`config.mk`:
```
export PLATFORM = sky130hd
export DESIGN_NAME = alu_bit_serial_seq_flat
export DESIGN_NICKNAME = d
export VERILOG_FILES = /design/src/rtl/alu_bit_serial_seq_if.sv /design/src/rtl/alu_bit_serial_seq.sv /design/src/flat_wrapper.sv
export SDC_FILE = /design/constraint.sdc
export NUM_CORES = 1
export LEC_CHECK = 0
export ABC_AREA = 1
export CORE_ASPECT_RATIO = 1.5
export CORE_MARGIN = 2
export CORE_UTILIZATION = 52
export CTS_CLUSTER_SIZE = 12
export DETAILED_ROUTE_END_ITERATION = 10
export GPL_TIMING_DRIVEN = 0
export HOLD_SLACK_MARGIN = 0.15
export PLACE_DENSITY_LB_ADDON = 0.2
export RECOVER_POWER = 50
export SLEW_MARGIN = 20
export SYNTH_ARGS = -nofsm -noshare
export SYNTH_HDL_FRONTEND = slang
export SYNTH_SLANG_ARGS = --single-unit
```
`constraint.sdc`:
```
create_clock -name clk -period 2.2 [get_ports clk]
set_clock_uncertainty 0.1 [all_clocks]
set_input_delay 0.22 -clock clk [delete_from_list [all_inputs] [get_ports clk]]
set_output_delay 0.22 -clock clk [all_outputs]
set_load 0.03 [all_outputs]
```
`src/rtl/alu_bit_serial_seq_if.sv`:
```
// rtl/alu_bit_serial_seq_if.sv - request/response bundle of the bit-serial ALU sequencer
//
// Purpose: groups the operation request (start/ready plus operands and controls)
//          and the completion response (result, flags, done) of alu_bit_serial_seq.
// Signals:
//   start, ready            request handshake (accept when start && ready)
//   op_a, op_b [WIDTH]      operands
//   opsel [3], mode, cin_init  slice controls and initial carry
//   result [WIDTH], carry_out, zero, ovf, done  completion response
// Modports:
//   master  requester side (drives request, observes response)
//   slave   sequencer side
interface alu_bit_serial_seq_if #(
  parameter int WIDTH = 8
);
  logic             start;
  logic             ready;
  logic [WIDTH-1:0] op_a;
  logic [WIDTH-1:0] op_b;
  logic [2:0]       opsel;
  logic             mode;
  logic             cin_init;
  logic [WIDTH-1:0] result;
  logic             carry_out;
  logic             zero;
  logic             ovf;
  logic             done;

  modport master (
    output start, op_a, op_b, opsel, mode, cin_init,
    input  ready, result, carry_out, zero, ovf, done
  );

  modport slave (
    input  start, op_a, op_b, opsel, mode, cin_init,
    output ready, result, carry_out, zero, ovf, done
  );
endinterface

```
`src/rtl/alu_bit_serial_seq.sv`:
```
// rtl/alu_bit_serial_seq.sv - bit-serial sequencer around a single-bit ALU slice
//
// Purpose: latches two WIDTH-bit operands on accept and walks them through one
//          external 1-bit ALU slice, LSB first, one bit per clock. The slice
//          carry-out is registered and fed back as the next carry-in; slice
//          result bits are shifted into a WIDTH-bit word. FSM IDLE -> RUN -> DONE.
// Parameters:
//   WIDTH  operand/result width, 1..64
// Ports:
//   clk, rst_n         clock (rising edge), synchronous active-low reset
//   bus (slave)        start/ready request, op_a/op_b/opsel/mode/cin_init,
//                      result/carry_out/zero/ovf held until next accept, done pulse
//   slice_op1/op2      current operand bits (a_sh[0], b_sh[0])
//   slice_cin          registered carry
//   slice_opsel/mode   latched controls
//   slice_result/cout  slice outputs, consumed in the same cycle
// Configuration:
//   ALU_SEQ_OVERFLOW_EN  when defined, ovf reports signed overflow of arithmetic
//                        ops; when undefined ovf is tied to 0.
module alu_bit_serial_seq #(
  parameter int WIDTH = 8
) (
  input  logic                clk,
  input  logic                rst_n,
  alu_bit_serial_seq_if.slave bus,
  output logic                slice_op1,
  output logic                slice_op2,
  output logic                slice_cin,
  output logic [2:0]          slice_opsel,
  output logic                slice_mode,
  input  logic                slice_result,
  input  logic                slice_cout
);
  localparam int CW = $clog2(WIDTH + 1);

  typedef enum logic [1:0] {
    S_IDLE,
    S_RUN,
    S_DONE
  } state_t;

  state_t           state_q;
  state_t           state_d;
  logic             accept;
  logic             last;
  logic [WIDTH-1:0] a_sh;
  logic [WIDTH-1:0] b_sh;
  logic [WIDTH-1:0] res_sh;
  logic [WIDTH-1:0] res_next;
  logic [CW-1:0]    cnt;
  logic             carry_q;
  logic [2:0]       opsel_q;
  logic             mode_q;
  logic [WIDTH-1:0] result_q;
  logic             carry_out_q;
  logic             zero_q;
  logic             ovf_q;

  assign last = (cnt == CW'(WIDTH - 1));

  // Incoming slice bit lands in the MSB; after WIDTH shifts bit 0 sits at the LSB.
  always_comb begin
    res_next            = res_sh >> 1;
    res_next[WIDTH-1]   = slice_result;
  end

  always_comb begin
    state_d = state_q;
    accept  = 1'b0;
    case (state_q)
      S_IDLE: begin
        if (bus.start) begin
          accept  = 1'b1;
          state_d = S_RUN;
        end
      end
      S_RUN: begin
        if (last) begin
          state_d = S_DONE;
        end
      end
      S_DONE: begin
        state_d = S_IDLE;
      end
      default: begin
        state_d = S_IDLE;
      end
    endcase
  end

  always_ff @(posedge clk) begin
    if (!rst_n) begin
      state_q <= S_IDLE;
    end else begin
      state_q <= state_d;
    end
  end

  always_ff @(posedge clk) begin
    if (!rst_n) begin
      a_sh        <= '0;
      b_sh        <= '0;
      res_sh      <= '0;
      cnt         <= '0;
      carry_q     <= 1'b0;
      opsel_q     <= 3'd0;
      mode_q      <= 1'b0;
      result_q    <= '0;
      carry_out_q <= 1'b0;
      zero_q      <= 1'b0;
    end else if (accept) begin
      a_sh    <= bus.op_a;
      b_sh    <= bus.op_b;
      opsel_q <= bus.opsel;
      mode_q  <= bus.mode;
      carry_q <= bus.cin_init;
      cnt     <= '0;
    end else if (state_q == S_RUN) begin
      a_sh    <= a_sh >> 1;
      b_sh    <= b_sh >> 1;
      res_sh  <= res_next;
      carry_q <= slice_cout;
      cnt     <= cnt + CW'(1);
      if (last) begin
        result_q    <= res_next;
        carry_out_q <= slice_cout;
        zero_q      <= (res_next == '0);
      end
    end
  end

`ifdef ALU_SEQ_OVERFLOW_EN
  // During the last RUN cycle carry_q is the carry into the MSB; signed
  // overflow is that carry disagreeing with the carry out of the MSB.
  logic carry_into_msb;
  assign carry_into_msb = carry_q;

  always_ff @(posedge clk) begin
    if (!rst_n) begin
      ovf_q <= 1'b0;
    end else if (state_q == S_RUN && last) begin
      ovf_q <= !mode_q && (carry_into_msb ^ slice_cout);
    end
  end
`else
  assign ovf_q = 1'b0;
`endif

  assign slice_op1   = a_sh[0];
  assign slice_op2   = b_sh[0];
  assign slice_cin   = carry_q;
  assign slice_opsel = opsel_q;
  assign slice_mode  = mode_q;

  assign bus.ready     = (state_q == S_IDLE);
  assign bus.done      = (state_q == S_DONE);
  assign bus.result    = result_q;
  assign bus.carry_out = carry_out_q;
  assign bus.zero      = zero_q;
  assign bus.ovf       = ovf_q;
endmodule

```
`src/flat_wrapper.sv`:
```
// flat-port wrapper written by rule: the top's interface ports become plain ports
module alu_bit_serial_seq_flat 
#(
  parameter int WIDTH = 8
)
  (clk, rst_n, slice_op1, slice_op2, slice_cin, slice_opsel, slice_mode, slice_result, slice_cout, bus_start, bus_op_a, bus_op_b, bus_opsel, bus_mode, bus_cin_init, bus_ready, bus_result, bus_carry_out, bus_zero, bus_ovf, bus_done);
  alu_bit_serial_seq_if #(.WIDTH(WIDTH)) bus_i ();
  input  logic clk;
  input  logic rst_n;
  output logic slice_op1;
  output logic slice_op2;
  output logic slice_cin;
  output logic [2:0] slice_opsel;
  output logic slice_mode;
  input  logic slice_result;
  input  logic slice_cout;
  input wire logic [$bits(bus_i.start)-1:0] bus_start;
  input wire logic [$bits(bus_i.op_a)-1:0] bus_op_a;
  input wire logic [$bits(bus_i.op_b)-1:0] bus_op_b;
  input wire logic [$bits(bus_i.opsel)-1:0] bus_opsel;
  input wire logic [$bits(bus_i.mode)-1:0] bus_mode;
  input wire logic [$bits(bus_i.cin_init)-1:0] bus_cin_init;
  output wire logic [$bits(bus_i.ready)-1:0] bus_ready;
  output wire logic [$bits(bus_i.result)-1:0] bus_result;
  output wire logic [$bits(bus_i.carry_out)-1:0] bus_carry_out;
  output wire logic [$bits(bus_i.zero)-1:0] bus_zero;
  output wire logic [$bits(bus_i.ovf)-1:0] bus_ovf;
  output wire logic [$bits(bus_i.done)-1:0] bus_done;
  assign bus_i.start = bus_start;
  assign bus_i.op_a = bus_op_a;
  assign bus_i.op_b = bus_op_b;
  assign bus_i.opsel = bus_opsel;
  assign bus_i.mode = bus_mode;
  assign bus_i.cin_init = bus_cin_init;
  assign bus_ready = bus_i.ready;
  assign bus_result = bus_i.result;
  assign bus_carry_out = bus_i.carry_out;
  assign bus_zero = bus_i.zero;
  assign bus_ovf = bus_i.ovf;
  assign bus_done = bus_i.done;
  alu_bit_serial_seq #(.WIDTH(WIDTH)) u_core (.clk(clk), .rst_n(rst_n), .bus(bus_i), .slice_op1(slice_op1), .slice_op2(slice_op2), .slice_cin(slice_cin), .slice_opsel(slice_opsel), .slice_mode(slice_mode), .slice_result(slice_result), .slice_cout(slice_cout));
endmodule
```
==> results of run 1 <==
cell families after synthesis:
group	share of synthesized area, %
simple gates	30.5
compound gates	14.0
fa+ha+maj	0.678
buf+inv	6.85
flops	47.8
other cells	0.203
critical path, delay by kind of cell (launching register included):
family,cells,cell delay [ns]
and+or+nand+nor,1,0.11
buffers and inverters,2,0.78
DFF,1,0.39
area by class of cell:
| cell class | instances | area [sq um] |
|---|---|---|
| fillers | 327 | 1030 |
| flip-flops and latches | 44 | 881 |
| multi-input cells | 179 | 822 |
| repair buffers | 43 | 433 |
| clock buffers | 5 | 68.8 |
| inverters | 16 | 60.1 |
| plain buffers | 13 | 58.8 |
| well taps | 42 | 52.6 |
| clock inverters | 2 | 12.5 |
state kept, by name (all words and copies together), names as in the netlist:
signal	count
u_core.slice_mode	1
u_core.a_sh	8
u_core.slice_cin	1
u_core.state_q	2
u_core.b_sh	8
u_core.slice_opsel	3
u_core.bus.carry_out	1
u_core.res_sh	7
u_core.bus.result	8
u_core.bus.zero	1
u_core.cnt	4
worst max-delay path by stage:
| stage | from | end | slack, ns | depth (start not counted) |
|---|---|---|---|---|
| 6_report | u_core.state_q[1] | bus_done | 0.31 | 3 |
| 5_1_grt | u_core.state_q[1] | bus_done | 0.23 | 3 |
| 4_1_cts | u_core.state_q[0] | bus_ready | 0.02 | 3 |
| 3_5_place_dp | u_core.state_q[0] | bus_ready | 0.35 | 3 |
| 3_3_place_gp | u_core.state_q[0] | bus_ready | 0.34 | 3 |
| 2_1_floorplan | u_core.cnt[0] | u_core.bus.carry_out | 0.92 | 6 |
metal layers:
layer	up-vias	global-route usage [%]	routed length (um)	part of all wire, %
li1	906	-	-	-
met1	826	25.3	1790	40
met2	30	44.4	2480	55
met3	5	5.45	165	3.7
met4	0	8.46	69	1.5
met5	-	0	0	0
metrics by stage:
step	instances	area (sq um)	total power (uW)
after global routing	344	2390	1650
after global placement	337	2330	1120
after floorplan	252	1840	1020
final	344	2390	1580
after CTS	344	2410	1590
after detailed placement	337	2330	1130
placed cells by master (no fill, tap or decap), drive strengths merged:
cell type | Yosys | layout
a211oi | 2 | 2
a21oi | 24 | 24
a31oi | 3 | 3
buf | 9 | 5
clkbuf | 4 | 13
clkdlybuf4s50 | 0 | 42
clkinv | 0 | 2
clkinvlp | 0 | 1
conb | 1 | 1
dfxtp | 44 | 44
dlymetal6s2s | 0 | 1
ha | 1 | 1
inv | 16 | 15
nand2 | 78 | 78
nand3 | 11 | 11
nand3b | 12 | 12
nor2 | 26 | 26
nor3 | 1 | 1
o21ai | 20 | 20
what timing repair did:
| action | in CTS | in global routing |
|---|---|---|
| hold buffers | 0 | 0 |
| endpoints found under the setup margin | 0 | 1 |
| resized for setup | 0 | 1 |
power groups by stage:
stage               Combinational (uW)  Clock (uW)  Sequential [uW]
floorplan                          130           0              893
global placement                   241           0              878
detailed placement                 246           0              880
CTS                                247         484              862
global route                       268         511              866
finish                             243         477              862
==> run metrics, run 1 <==
antenna violations before repair 0; Yosys warning count 0; synthesis-to-layout area growth 29.5%; arrival time worst endpoint ~1.6 ns; starting density of the core 54.0%; fin crit period 1.89 ns; Max Buffers Root-to-Sink 2; Yosys top cell area share 47.8%; DR WL/cell 13.1 um; FF-to-FF End u_core.bus.result[2]; gpl congestion 0.796; via density per instance approximately 5; switching share of power 26.8%; drt pass-1 iters 4; row cnt 26; max_slew headroom 65.9%; Setup Fix Bufs, Post-CTS 0; sequential group share of total power 54.5%; worst skew pair latency 0.29 ns; die height 76.9 um; Iter 0 DRT Violations 55; GRT Overall Usage between 20 and 25%; CP Class reg2out; fin. max-slew vios 0; PwrDens 662 mW/mm^2; critical path cell sequence inv_1 -> nor2_1 -> clkdlybuf4s50_1; clock sinks 44; CTS H-Tree Depth 2; async set-or-reset flop fraction in the synthesized netlist 0%; setup slack after layout just over 0.3 ns; Hold Path End u_core.a_sh[1]; CP Max Fanout 3; Sw Pwr 423 uW; GR Overflow Total 0; clock root buffer clkbuf_8; diode count 0; Max-Cap Viols 0; ANT nets after route 0; Post-synth EDFFs 0; ys flop type dfxtp_1; RSZ-0062 raised after global routing false; Syn Std Cell Area 0.00184 sq mm; crit start category register; sequential-to-total area share from yosys stat 47.8%; CP max-delay cell clkdlybuf4s50_1; Post-synth top cells nand2_1 (76), dfxtp_1 (44), a21oi_1 (24), nor2_1 (23), o21ai_0 (19); reg2reg start u_core.state_q[0]; min-delay worst type in2reg; PortBufs 43; final setup TNS 0 ns; Crit. End Element output pin; synthesized netlist cell count approximately 250; clock transition at the registers of the reported paths 0.08 ns; Avg Inst Size Synth 7.32 sq um; syn nets 279; routed via count 1767; core area ~0.0034 sq mm; critical path's largest stage delay 0.68 ns; fin nets ~330; status finished clean; r2r setup slk 0.44 ns; DRC Markers 0; Worst VDD drop between 800 and 900 uV; worst r2r path cells 4; largest net degree at the start of global routing 14; CTS Buf Count 5; most frequent cell after synthesis nand2_1; Yosys reg bits 44; Hold Slack 0.267 ns; final core occ 69.9%; Gate power share 15.3%; Place WS 0.345 ns; fmax 528 MHz; wire length of the first global-routing pass 7.28 mm; Detail Placement HPWL ~3.2 mm; CTS tree done; Pleak 0.000935 uW; Hold Vio Cnt, Final 0; hold_sp bus_start; DIE AREA 0.00405 sq mm; vias in the first global route 1639; final setup fails 0; P_int 1160 uW; layout cells sized above 1 under 10%; Critical Path RT between 1.5 and 2 ns; clock power share 30.2%; Hold Path Stages 4; top cell type by total area after synthesis dfxtp_1; Area contributors post-synth dfxtp_1 (48%), nand2_1 (15%), a21oi_1 (6.5%); Synth cell types 22; Worst Tran Pin Value 0.511 ns; number of I/O pins between 40 and 50; die outline width 52.6 um; period utilisation layout 86.0%; Total Wirelength 4.50 mm
(Power assumes the default switching activity.)
==> inputs of run 2 (changes only) <==
Settings changed: CELL_PAD_IN_SITES_DETAIL_PLACEMENT from default to 1, CELL_PAD_IN_SITES_GLOBAL_PLACEMENT from default to 1, CORE_MARGIN 2 to 5, CORE_UTILIZATION 52 to 37, CTS_CLUSTER_DIAMETER from default to 150.
==> run 2 against run 1 <==
Against the previous run: global-route usage fell by 7.0 points; highest routed layer unchanged; non-clock buffer count unchanged; critical path depth stayed put; clock power up 1%; final area up 0.94%; final cell count is 7.0% higher; wire length is 15% higher; worst setup slack worse by 0.021 ns; core utilization decreased by 20 points; die area grew 61%; worst hold slack lost 0.013 ns; register-to-register slack worse by 0.07 ns; largest cell class unchanged.
==> run metrics, run 2 (same netlist as run 1, synthesis figures left out) <==
gpl congestion 0.771 (was 0.796); Area after DPL 0.00236 sq mm (was 0.00233 sq mm); DRC Markers 0 (unchanged); final setup fails 0 (unchanged); r2r setup slk 0.37 ns (was 0.44 ns); reg2reg start u_core.state_q[0] (unchanged); Detail Placement HPWL 3.81 mm (was 3.23 mm); die height 96.5 um (was 76.9 um); Setup Fix Bufs, Post-CTS 0 (unchanged); Critical Path RT 1.88 ns (about the same); Sw Pwr 430 uW (was 423 uW); post-route cell area 0.00241 sq mm (was 0.00239 sq mm); CP max-delay cell clkdlybuf4s50_1 (unchanged); Max-Cap Viols 0 (unchanged); wire length of the first global-routing pass 8.27 mm (was 7.28 mm); Gate power share 15.5% (was 15.3%); Pleak 0.000930 uW (was 0.000935 uW); RSZ-0062 raised after global routing false (unchanged); clock sinks 44 (unchanged); diode count 0 (unchanged); crit start category register (unchanged); worst skew pair latency 0.30 ns (was 0.29 ns); critical path cell sequence inv_1 -> nor2_1 -> clkdlybuf4s50_1 (unchanged); worst r2r path cells 6 (was 4); switching share of power 27.1% (was 26.8%); PortBufs 43 (unchanged); sequential group share of total power 54.2% (was 54.5%); commonest non-fill, non-tap cell in the layout nand2_1 (unchanged); CTS Buf Count 5 (unchanged); CP top delay family buffers and inverters (unchanged); number of I/O pins 46 (unchanged); drt pass-1 iters 4 (unchanged); fin. max-slew vios 0 (unchanged); commonest cells after routing, fill and taps aside nand2_1 (78), dfxtp_1 (44), clkdlybuf4s50_1 (42) (unchanged); layout cells sized above 1 3.97% (was 4.30%); routed via count 1806 (was 1767); post-CTS sizing 1 (was 0); CTS tree done (unchanged); FF-to-FF End u_core.b_sh[3] (was u_core.bus.result[2]); met1 track demand over resource 17.5% (was 25.3%); antenna violations before repair 0 (unchanged); Setup crit start u_core.state_q[1] (unchanged); vias in the first global route 1825 (was 1639); DIE AREA 0.00653 sq mm (was 0.00405 sq mm); Hold Path End u_core.a_sh[3] (was u_core.a_sh[1]); CTS H-Tree Depth 2 (unchanged); hold-fix buffers at CTS 0 (unchanged); final setup TNS 0 ns (unchanged); starting density of the core 38.0% (was 54.0%); GRT Overall Usage 17.1% (was 24.1%); ANT nets after route 0 (unchanged); GR peak layer met2 (unchanged); met2 GRT Util 32.3% (was 44.4%); fin nets 329 (unchanged); Crit. End Element output pin (unchanged); CP Class reg2out (unchanged); grt met3 use 3.70% (was 5.45%); hold_sp bus_start (unchanged); Iter 0 DRT Violations 66 (was 55); buffer and inverter count on the worst path 2 (unchanged); Hold Path Stages 4 (unchanged); via density per instance 4.91 (was 5.14); Total Wirelength 5.19 mm (was 4.50 mm); Power Total 1590 uW (was 1580 uW); Max Buffers Root-to-Sink 2 (unchanged); min-delay worst type in2reg (unchanged); Worst Tran Pin Value 0.528 ns (was 0.511 ns); P_int 1160 uW (about the same); critical path's largest stage delay 0.69 ns (was 0.68 ns); arrival time worst endpoint 1.59 ns (was 1.57 ns); core area 0.00485 sq mm (was 0.00342 sq mm); Hold Slack 0.254 ns (was 0.267 ns); largest net degree at the start of global routing 13 (was 14); clock transition at the registers of the reported paths 0.08 ns (about the same); fill count 633 (was 327); synthesis-to-layout area growth 30.7% (was 29.5%); fin crit period 1.91 ns (was 1.89 ns); max_slew headroom 64.8% (was 65.9%); DR WL/cell 14.1 um (was 13.1 um); row cnt 31 (was 26); period utilisation layout 87.0% (was 86.0%); GR Overflow Total 0 (unchanged); Hold Vio Cnt, Final 0 (unchanged); clock root buffer clkbuf_8 (unchanged); status finished clean (unchanged); clock power share 30.3% (was 30.2%); fmax 523 MHz (was 528 MHz); PwrDens 659 mW/mm^2 (was 662 mW/mm^2); Worst VDD drop 406 uV (was 820 uV); die outline width 67.6 um (was 52.6 um); CP Max Fanout 3 (unchanged)
==> run 2: final cells by class <==
class                   count  area, sq um  share of cell area [%]
well taps                  66         82.6                    3.43
plain buffers              13         58.8                    2.44
flip-flops and latches     44          881                    36.5
inverters                  16         60.1                    2.49
repair buffers             43          429                    17.8
clock inverters             1         5.00                   0.208
clock buffers               6         72.6                    3.01
multi-input cells         179          822                    34.1
==> run 2: worst register-to-register path: stages (launching register included) <==
cell and delay, ns:
dfxtp_1 0.47, nor2_4 0.10, nand2_1 0.34, clkbuf_1 0.44, nand2_1 0.12, nand2_1 0.08, a21oi_1 0.06
==> run 2: how the worst max path moves through the flow <==
stage,cells after the start,slack (ns),endpoint
5_1_grt,6,0.20,u_core.b_sh[6]
2_1_floorplan,6,0.92,u_core.bus.carry_out
6_report,3,0.29,bus_done
3_5_place_dp,3,0.31,bus_ready
3_3_place_gp,3,0.33,bus_ready
4_1_cts,3,0.25,bus_done
==> run 2: power groups by stage <==
stage	sequential (uW)	clock, uW	combinational (uW)
finish	861	482	246
global route	866	527	273
CTS	862	496	254
detailed placement	880	0	253
global placement	879	0	248
floorplan	893	0	130
==> run 2: routing by layer <==
layer	wire length, um	vias to the layer above
li1	-	906
met5	0	-
met4	94	0
met3	180	7
met1	2100	864
met2	2810	29
==> run 2: metrics by stage <==
stage                     std cells  util [%]  worst slack [ns]
after floorplan                 252         -             0.918
after global placement          361      48.6             0.326
after detailed placement        361      48.6             0.307
after CTS                       368      50.2             0.249
after global routing            368      49.7             0.205
final                           368      49.7             0.286
==> inputs of run 3 (changes only) <==
Settings changed: CORE_UTILIZATION 37 to 47, DONT_BUFFER_PORTS from default to 1, REMOVE_ABC_BUFFERS from default to 1, SLEW_MARGIN 20 to default.
==> run 3 against run 2 <==
Against the previous run: via count shrank 5.8%; flip-flop and latch count is the same; first-iteration DRC count grew 3.0%; non-clock buffer count shrank 28; core utilization grew 8.0 points; count of clock-buffer cells in the layout grew 1; worst setup slack lost 0.0023 ns; combinational power shrank 22%; total power grew 9.5%; final cell count shrank 13%; critical path type is now reg2reg; largest cell class unchanged.
==> run metrics, run 3 (same netlist as run 1, synthesis figures left out) <==
status finished clean (unchanged); clock power share 38.2% (was 30.3%); CP Max Fanout 17 (was 3); row cnt 28 (was 31); fin crit period 1.92 ns (was 1.91 ns); commonest cells after routing, fill and taps aside nand2_1 (76), dfxtp_1 (44), dlygate4sd3_1 (28) (was nand2_1 (78), dfxtp_1 (44), clkdlybuf4s50_1 (42)); arrival time worst endpoint 2.03 ns (was 1.59 ns); ANT nets after route 0 (unchanged); GR Overflow Total 0 (unchanged); via density per instance 5.32 (was 4.91); GRT Overall Usage 20.1% (was 17.1%); crit start category register (unchanged); Detail Placement HPWL 3.02 mm (was 3.81 mm); number of gates on the worst path with buffers counted 4 (was 3); Crit. End Element register (was output pin); core area 0.00389 sq mm (was 0.00485 sq mm); vias in the first global route 1786 (was 1825); commonest non-fill, non-tap cell in the layout nand2_1 (unchanged); routed via count 1702 (was 1806); critical path's largest stage delay 0.60 ns (was 0.69 ns); grt met3 use 4.17% (was 3.70%); DIE AREA 0.00530 sq mm (was 0.00653 sq mm); final setup TNS 0 ns (unchanged); DR WL/cell 15.6 um (was 14.1 um); clock transition at the registers of the reported paths 0.08 ns (about the same); fmax 522 MHz (was 523 MHz); diode count 0 (unchanged); starting density of the core 47.4% (was 38.0%); CP max-delay cell dlygate4sd3_1 (was clkdlybuf4s50_1); PwrDens 774 mW/mm^2 (was 659 mW/mm^2); Sw Pwr 422 uW (was 430 uW); Worst Tran Pin Value 0.769 ns (was 0.528 ns); gpl congestion 0.692 (was 0.771); clock root buffer clkbuf_8 (unchanged); GR peak layer met2 (unchanged); final setup fails 0 (unchanged); sequential group share of total power 50.7% (was 54.2%); Setup crit start u_core.state_q[0] (was u_core.state_q[1]); Worst VDD drop 526 uV (was 406 uV); P_int 1320 uW (was 1160 uW); Hold Slack 0.263 ns (was 0.254 ns); CTS H-Tree Depth 2 (unchanged); met2 GRT Util 37.7% (was 32.3%); buffer and inverter count on the worst path 1 (was 2); die height 86.7 um (was 96.5 um); period utilisation layout 87.1% (was 87.0%); synthesis-to-layout area growth 21.8% (was 30.7%); CTS Buf Count 5 (unchanged); largest net degree at the start of global routing 22 (was 13); CTS tree done (unchanged); Max Buffers Root-to-Sink 2 (unchanged); layout cells sized above 1 5.45% (was 3.97%); post-route cell area 0.00225 sq mm (was 0.00241 sq mm); Setup crit end u_core.a_sh[0] (was bus_done); critical path cell sequence nor2_4 -> nand3_1 -> dlygate4sd3_1 -> a31oi_1 (was inv_1 -> nor2_1 -> clkdlybuf4s50_1); r2r setup slk 0.28 ns (was 0.37 ns); DRC Markers 0 (unchanged); Register Area 881 sq um (unchanged); worst skew pair latency 0.29 ns (was 0.30 ns); wire length of the first global-routing pass 8.00 mm (was 8.27 mm); Hold Vio Cnt, Final 0 (unchanged); fin. max-slew vios 0 (unchanged); clock sinks 44 (unchanged); Total Wirelength 4.98 mm (was 5.19 mm); Iter 0 DRT Violations 68 (was 66); die outline width 61.1 um (was 67.6 um); switching share of power 24.3% (was 27.1%); FF-to-FF End u_core.a_sh[0] (was u_core.b_sh[3]); Area after DPL 0.00183 sq mm (was 0.00236 sq mm); met1 track demand over resource 20.7% (was 17.5%); antenna violations before repair 0 (unchanged); max_slew headroom 48.7% (was 64.8%); drt pass-1 iters 4 (unchanged); PortBufs 0 (was 43); number of I/O pins 46 (unchanged); min-delay worst type in2reg (unchanged); CP top delay family simple AND/OR/NAND/NOR gates (was buffers and inverters); worst r2r path cells 4 (was 6); CP Class reg2reg (was reg2out); RSZ-0062 raised after global routing false (unchanged); Critical Path RT 2.32 ns (was 1.88 ns); multi-input logic area 842 sq um (was 822 sq um); fin nets 301 (was 329); Max-Cap Viols 0 (unchanged); fill count 500 (was 633); Pleak 0.000880 uW (was 0.000930 uW); reg2reg start u_core.state_q[0] (unchanged); Gate power share 11.1% (was 15.5%)
## run 3: changes by cell type in the layout (fill, tap and decap cells not counted), moves of 2 or more
cell             previous run  this run
clkbuf_1                    9         0
nand2_2                     0         2
buf_4                       2         0
buf_2                       2         0
dlygate4sd3_1               0        28
clkdlybuf4s50_1            42         0
nand2_1                    78        76
clkbuf_8                    5         7
nor2_1                     25        23
nor2_4                      1         3
## run 3: worst reg2reg max path: stages (launching register included)
cell and delay (ns):
dfxtp_1 0.39, nor2_4 0.47, nand3_1 0.15, dlygate4sd3_1 0.60
a31oi_1 0.15
## run 3: how the worst min path moves through the flow
stage,from,end,cells after the start
after floorplan,rst_n,u_core.bus.carry_out,2
after global placement,rst_n,u_core.res_sh[7],2
after detailed placement,rst_n,u_core.slice_opsel[0],2
after CTS,bus_start,u_core.a_sh[2],3
after global routing,bus_start,u_core.b_sh[3],3
final,bus_start,u_core.b_sh[3],3
## run 3: final cells by class
type	count	area share [%]
flip-flops and latches	44	39.2
clock buffers	7	4.29
inverters	16	2.67
repair buffers	28	12.5
well taps	45	2.51
multi-input cells	179	37.5
clock inverters	1	1.34
## run 3: metrics by stage
step | total power, uW | worst slack, ns | cells | util, %
3_3_place_gp | 1040 | 0.0366 | 284 | 47.2
4_1_cts | 1760 | 0.257 | 320 | 57.8
6_report | 1740 | 0.284 | 320 | 57.8
5_1_grt | 1820 | 0.135 | 320 | 57.8
2_1_floorplan | 1010 | 0.551 | 239 | -
3_5_place_dp | 1040 | -0.0369 | 284 | 47.2
## run 3: power groups by stage
stage / Sequential (uW) / Combinational (uW) / Clock (uW)
floorplan: 893 / 112 / 0
finish: 882 / 192 / 665
detailed placement: 901 / 142 / 0
global route: 887 / 217 / 720
CTS: 882 / 191 / 686
global placement: 899 / 137 / 0
## run 3: what timing repair did
item,in CTS,in global routing
endpoints found under the setup margin,2,0
gates resized for setup,1,0
hold buffers,28,0
hold endpoints to repair,42,0
setup buffers,0,0
## run 3: routing by layer
| layer | wire, um | vias to the layer above |
|---|---|---|
| met5 | 0 | - |
| met4 | 61 | 0 |
| met3 | 216 | 6 |
| met2 | 2750 | 25 |
| met1 | 1960 | 819 |
| li1 | - | 852 |
